<file path="src/rtl/vga_pixel_stream_if.sv">
// Producer-to-pixel-buffer handshake: one {sof, rgb} pixel per accepted valid/ready beat.
interface vga_pixel_stream_if;
  logic        in_valid;
  logic        in_ready;
  logic [23:0] in_rgb;
  logic        in_sof;

  modport master (output in_valid, output in_rgb, output in_sof, input in_ready);
  modport slave  (input in_valid, input in_rgb, input in_sof, output in_ready);
endinterface

</file>
<file path="src/rtl/vga_pixel_stream.sv">
// Pixel FIFO in front of the VGA output stage; aligns each frame to frame_start via the SOF tag
// and blanks the rest of a frame to black on underflow or misalignment.
module vga_pixel_stream #(
  parameter int DEPTH_LOG2 = 4
) (
  input  logic                  CLOCK_50,
  input  logic                  RESET_N,
  vga_pixel_stream_if.slave     pix_in,
  input  logic                  pix_en,
  input  logic                  active,
  input  logic                  frame_start,
  output logic [7:0]            VGA_R,
  output logic [7:0]            VGA_G,
  output logic [7:0]            VGA_B,
  output logic                  underflow,
  output logic                  misalign,
  output logic [DEPTH_LOG2:0]   level
);

  localparam int DEPTH = 1 << DEPTH_LOG2;

  typedef enum logic {SYNC = 1'b0, STREAM = 1'b1} state_t;

  logic [24:0]         r_mem [DEPTH];
  logic [DEPTH_LOG2:0] r_wr_ptr;
  logic [DEPTH_LOG2:0] r_rd_ptr;
  state_t              r_state;
  state_t              w_state_next;
  logic [23:0]         r_rgb;
  logic                r_underflow;
  logic                r_misalign;

  logic        w_full;
  logic        w_empty;
  logic [24:0] w_head;
  logic        w_head_sof;
  logic        w_push;
  logic        w_due;
  logic        w_fs;
  logic        w_pop;
  logic        w_show;
  logic        w_start;
  logic        w_set_uf;
  logic        w_set_mis;

  assign w_full     = (r_wr_ptr[DEPTH_LOG2] != r_rd_ptr[DEPTH_LOG2]) &&
                      (r_wr_ptr[DEPTH_LOG2-1:0] == r_rd_ptr[DEPTH_LOG2-1:0]);
  assign w_empty    = (r_wr_ptr == r_rd_ptr);
  assign w_head     = r_mem[r_rd_ptr[DEPTH_LOG2-1:0]];
  assign w_head_sof = w_head[24];
  assign w_push     = pix_in.in_valid & ~w_full;
  assign w_due      = pix_en & active;
  assign w_fs       = frame_start & w_due;

  // Storage has no reset: after reset the pointers alone define what is valid.
  always_ff @(posedge CLOCK_50) begin
    if (w_push) begin
      r_mem[r_wr_ptr[DEPTH_LOG2-1:0]] <= {pix_in.in_sof, pix_in.in_rgb};
    end
  end

  always_ff @(posedge CLOCK_50 or negedge RESET_N) begin
    if (!RESET_N) begin
      r_state <= SYNC;
    end else begin
      r_state <= w_state_next;
    end
  end

  always_comb begin
    w_state_next = r_state;
    case (r_state)
      SYNC:    if (!w_empty && w_head_sof && w_fs) w_state_next = STREAM;
      STREAM:  if (w_due && (w_empty || (w_head_sof != w_fs))) w_state_next = SYNC;
      default: w_state_next = SYNC;
    endcase
  end

  // In SYNC untagged pixels are flushed at full clock rate so the SOF pixel reaches the head fast.
  always_comb begin
    w_pop     = 1'b0;
    w_show    = 1'b0;
    w_start   = 1'b0;
    w_set_uf  = 1'b0;
    w_set_mis = 1'b0;
    case (r_state)
      SYNC: begin
        if (!w_empty) begin
          if (!w_head_sof) begin
            w_pop = 1'b1;
          end else if (w_fs) begin
            w_pop   = 1'b1;
            w_show  = 1'b1;
            w_start = 1'b1;
          end
        end
      end
      STREAM: begin
        if (w_due) begin
          if (w_empty) begin
            w_set_uf = 1'b1;
          end else if (w_head_sof != w_fs) begin
            w_set_mis = 1'b1;
          end else begin
            w_pop  = 1'b1;
            w_show = 1'b1;
          end
        end
      end
      default: ;
    endcase
  end

  always_ff @(posedge CLOCK_50 or negedge RESET_N) begin
    if (!RESET_N) begin
      r_wr_ptr    <= '0;
      r_rd_ptr    <= '0;
      r_rgb       <= '0;
      r_underflow <= 1'b0;
      r_misalign  <= 1'b0;
    end else begin
      if (w_push) r_wr_ptr <= r_wr_ptr + 1'b1;
      if (w_pop)  r_rd_ptr <= r_rd_ptr + 1'b1;
      // Colour only changes on a strobe, so each pixel is held for the full pixel period.
      if (pix_en) r_rgb <= w_show ? w_head[23:0] : 24'd0;
      r_underflow <= w_set_uf  | (r_underflow & ~w_start);
      r_misalign  <= w_set_mis | (r_misalign  & ~w_start);
    end
  end

  assign pix_in.in_ready = ~w_full;
  assign level           = r_wr_ptr - r_rd_ptr;
  assign VGA_R           = r_rgb[23:16];
  assign VGA_G           = r_rgb[15:8];
  assign VGA_B           = r_rgb[7:0];
  assign underflow       = r_underflow;
  assign misalign        = r_misalign;

endmodule

</file>
<file path="src/flat_wrapper.sv">
// flat-port wrapper written by rule: the top's interface ports become plain ports
module vga_pixel_stream_flat 
#(
  parameter int DEPTH_LOG2 = 4
)
  (CLOCK_50, RESET_N, pix_en, active, frame_start, VGA_R, VGA_G, VGA_B, underflow, misalign, level, pix_in_in_valid, pix_in_in_rgb, pix_in_in_sof, pix_in_in_ready);
  vga_pixel_stream_if pix_in_i ();
  input  logic CLOCK_50;
  input  logic RESET_N;
  input  logic pix_en;
  input  logic active;
  input  logic frame_start;
  output logic [7:0] VGA_R;
  output logic [7:0] VGA_G;
  output logic [7:0] VGA_B;
  output logic underflow;
  output logic misalign;
  output logic [DEPTH_LOG2:0] level;
  input wire logic [$bits(pix_in_i.in_valid)-1:0] pix_in_in_valid;
  input wire logic [$bits(pix_in_i.in_rgb)-1:0] pix_in_in_rgb;
  input wire logic [$bits(pix_in_i.in_sof)-1:0] pix_in_in_sof;
  output wire logic [$bits(pix_in_i.in_ready)-1:0] pix_in_in_ready;
  assign pix_in_i.in_valid = pix_in_in_valid;
  assign pix_in_i.in_rgb = pix_in_in_rgb;
  assign pix_in_i.in_sof = pix_in_in_sof;
  assign pix_in_in_ready = pix_in_i.in_ready;
  vga_pixel_stream #(.DEPTH_LOG2(DEPTH_LOG2)) u_core (.CLOCK_50(CLOCK_50), .RESET_N(RESET_N), .pix_in(pix_in_i), .pix_en(pix_en), .active(active), .frame_start(frame_start), .VGA_R(VGA_R), .VGA_G(VGA_G), .VGA_B(VGA_B), .underflow(underflow), .misalign(misalign), .level(level));
endmodule
</file>
<file path="config.mk">
export PLATFORM = sky130hd
export DESIGN_NAME = vga_pixel_stream_flat
export DESIGN_NICKNAME = d
export VERILOG_FILES = /design/src/rtl/vga_pixel_stream_if.sv /design/src/rtl/vga_pixel_stream.sv /design/src/flat_wrapper.sv
export SDC_FILE = /design/constraint.sdc
export NUM_CORES = 1
export LEC_CHECK = 0
export CAP_MARGIN = 20
export CORE_MARGIN = 4
export CORE_UTILIZATION = 48
export CTS_BUF_LIST = sky130_fd_sc_hd__clkbuf_8
export DETAILED_ROUTE_END_ITERATION = 8
export PLACE_DENSITY = 0.65
export SYNTH_ARGS = -nofsm -noshare
export SYNTH_HDL_FRONTEND = slang
export SYNTH_SLANG_ARGS = --single-unit
</file>
<file path="constraint.sdc">
create_clock -name CLOCK_50 -period 5.7 [get_ports CLOCK_50]
set_input_delay 1.14 -clock CLOCK_50 [delete_from_list [all_inputs] [get_ports CLOCK_50]]
set_output_delay 1.14 -clock CLOCK_50 [all_outputs]
set_load 0.05 [all_outputs]
</file>
==> impl_metrics.env <==
export IMPL_status="finished clean"
export IMPL_path_max_fanout=26
export IMPL_avgSynthCellArea_um2=22.1
export IMPL_critPathKind="reg2out"
export IMPL_dieArea_um2=38300
export IMPL_gp_congestion=0.751
export IMPL_ys_seq_elements=437
export IMPL_max_slew_margin_pct=32.1
export IMPL_rsz0062_at_grt="false"
export IMPL_start_kind="flop"
export IMPL_worstPathArrival_ps=3370
export IMPL_cts_num_sinks=437
export IMPL_vias_per_cell=5.76
export IMPL_drtAntennaViolNets=0
export IMPL_grt_max_degree=58
export IMPL_areaGrowthSynthToFinish_pct=14.8
export IMPL_wl_per_cell_um=25.2
export IMPL_vias=8031
export IMPL_ys_types=34
export IMPL_wirelength_um=35200
export IMPL_rr_endpoint="u_core.r_mem[11][18]"
export IMPL_coreArea_um2=34600
export IMPL_min_period_over_period_pct=79.2
export IMPL_die_x_um=196
export IMPL_fin_area_um2=19400
export IMPL_cts_resized=0
export IMPL_grt_pass1_vias=8742
export IMPL_placedCellCount=1269
export IMPL_portBuffers=62
export IMPL_overflow=0
export IMPL_min_path_type="reg2reg"
export IMPL_tns_ps=0
export IMPL_post_place_ws_ps=1760
export IMPL_placed_cell_area_um2=18100
export IMPL_post_route_min_period_ps=4510
export IMPL_total_leakage_power_nw=6.58
export IMPL_nFillCells=2541
export IMPL_synth_warnings=0
export IMPL_drt_pass1_iter_count=4
export IMPL_yosysSeqAreaShare_pct=76.4
export IMPL_fmax_mhz=222
export IMPL_initialDrtViolationCount=736
export IMPL_cts_root_buf="clkbuf_8"
export IMPL_htreeDepth=3
export IMPL_power_total_mw=9.55
export IMPL_regToRegStartpoint="u_core.r_rd_ptr[2]"
export IMPL_rows=68
export IMPL_rrSetupSlack_ps=2000
export IMPL_crit_path_end="level[4]"
export IMPL_cp_required_ps=4560
export IMPL_synth_cells=766
export IMPL_nets=930
export IMPL_die_height_um=196
export IMPL_cp_startpoint="u_core.r_rd_ptr[0]"
export IMPL_cts_buffer_depth=3
export IMPL_setup_viol=0
export IMPL_reg2reg_depth=7
export IMPL_post_dp_hpwl_um=18400
export IMPL_track_usage_pct=18.6
export IMPL_cts_setup_buffers=0
export IMPL_grt_first_pass_wirelength_um=53400
export IMPL_drive_above_1_share_pct=24.8
export IMPL_setup_slack_ps=1190
export IMPL_cts_made_buffers=70
export IMPL_max_cap_violations=0
export IMPL_start_util_pct=48.9
export IMPL_slew_violations=0
export IMPL_skew_ps=27.6
export IMPL_final_hold_violation_count=0
export IMPL_cts_tree="built"
export IMPL_diodes=0
export IMPL_synth_fp_nets=809
export IMPL_antenna_found_initial=1
export IMPL_tightest_slew_ps=1020
export IMPL_ir_drop_v=0.000675
export IMPL_syn_area_um2=16900
export IMPL_pin_count=63
export IMPL_insertion_delay_ps=580
export IMPL_power_density_nw_per_um2=492
export IMPL_path_clk_slew_ps=60
export IMPL_post_route_drc_count=0
export IMPL_stdcell_count=1395
export IMPL_holdBufCountCts=0
export IMPL_worstSetupEndpointType="output port"
-- flip-flops by register name, indices dropped and copies added (netlist names) --
signal            flops
u_core.misalign       1
u_core.r_state        1
u_core.r_rgb         24
u_core.r_mem        400
u_core.underflow      1
u_core.r_rd_ptr       5
u_core.r_wr_ptr       5
-- power breakdown --
part	total, mW	internal [mW]	switching (mW)
logic	2.90	1.29	1.61
clock network	2.45	1.29	1.16
registers	4.20	3.90	0.301
total	9.55	6.48	3.07
-- routing by layer --
layer | GRT usage (%) | part of all wire (%) | wire, um | up-vias
met3 | 3.98 | 6.4 | 2240 | 60
met4 | 5.77 | 1.9 | 665 | 0
met1 | 26.5 | 43 | 15200 | 4262
met2 | 29.2 | 49 | 17100 | 274
met5 | 0 | 0 | 0 | -
li1 | - | - | - | 3435
-- cell usage in the layout (no fill, tap or decap), types with 24 or more instances in the layout --
cell,count
buf_4,24
clkbuf_8,77
clkdlybuf4s50_1,61
dfrtp_1,34
edfxtp_1,400
inv_1,40
mux2i_1,51
mux4_2,97
nand2b_1,26
o221ai_1,24
-- cell type report --
class / count / area (um2) / area share, %
Timing Repair Buffer: 87 / 823 / 4.24
Sequential cell: 437 / 12900 / 66.7
Inverter: 10 / 37.5 / 0.193
Clock buffer: 77 / 1060 / 5.46
Clock inverter: 48 / 229 / 1.18
Multi-Input combinational cell: 281 / 3760 / 19.4
Tap cell: 455 / 569 / 2.93
-- worst min-delay path by stage --
stage	from	slack (ps)	cells past startpoint	end
2_1_floorplan	u_core.r_rd_ptr[4]	500	1	u_core.r_rd_ptr[4]
3_3_place_gp	u_core.r_rgb[2]	500	2	u_core.r_rgb[2]
3_5_place_dp	u_core.r_rgb[20]	510	2	u_core.r_rgb[20]
4_1_cts	u_core.r_rgb[20]	530	2	u_core.r_rgb[20]
5_1_grt	u_core.r_wr_ptr[4]	550	1	u_core.r_wr_ptr[4]
6_report	u_core.r_rgb[21]	520	2	u_core.r_rgb[21]
-- through the flow --
step / util, % / hold WS (ps)
final: 56.1 / 523
after global routing: 56.1 / 553
after CTS: 56.0 / 529
after detailed placement: 52.3 / 507
after global placement: 52.3 / 495
after floorplan: - / 501
-- cells by family (layout without fill, tap and decap cells) --
group                    count (synthesis)  in the layout  synth area share [%]
multiplexers                           151            151                  16.4
XOR/XNOR                                13             13                 0.673
adder cells (fa/ha/maj)                 12             12                 0.931
flip-flops                             437            437                  76.4
AO/OA/AOI/OAI                           39             39                  1.89
AND/OR/NAND/NOR                         66             66                  2.06
buffers and inverters                   48            222                  1.63
-- Yosys cell counts --
cell	number	share of area [%]
and4_1	1	0.052
nand2_1	11	0.24
buf_2	19	0.56
nor3_1	4	0.12
nand3_1	2	0.059
nand4_1	7	0.26
buf_4	7	0.31
a21boi_2	1	0.067
o21bai_1	1	0.044
a32o_1	1	0.059
a22oi_1	1	0.044
nor2_1	13	0.29
nand2b_1	26	0.96
ha_1	11	0.81
fa_1	1	0.12
or2_2	1	0.037
o221ai_1	24	1.2
xnor2_1	10	0.52
buf_1	1	0.022
mux4_2	97	13
o21ai_0	3	0.089
inv_1	9	0.20
mux2i_1	51	3.0
xor2_1	3	0.16
edfxtp_1	400	71
buf_6	6	0.40
a21oi_1	2	0.059
a21o_1	4	0.18
mux4_1	3	0.47
a22o_1	2	0.10
inv_2	1	0.022
clkbuf_1	5	0.11
dfrtp_1	37	5.5
nand2_2	1	0.037
-- critical path, stage by stage (launching register included) --
cell             delay [ps]
dfrtp_4                 770
ha_1                    240
inv_1                    60
fa_1                    390
a21o_1                  200
a21oi_1                 170
xnor2_1                 130
clkdlybuf4s50_1         820
Power figures use the tool's default switching activity.
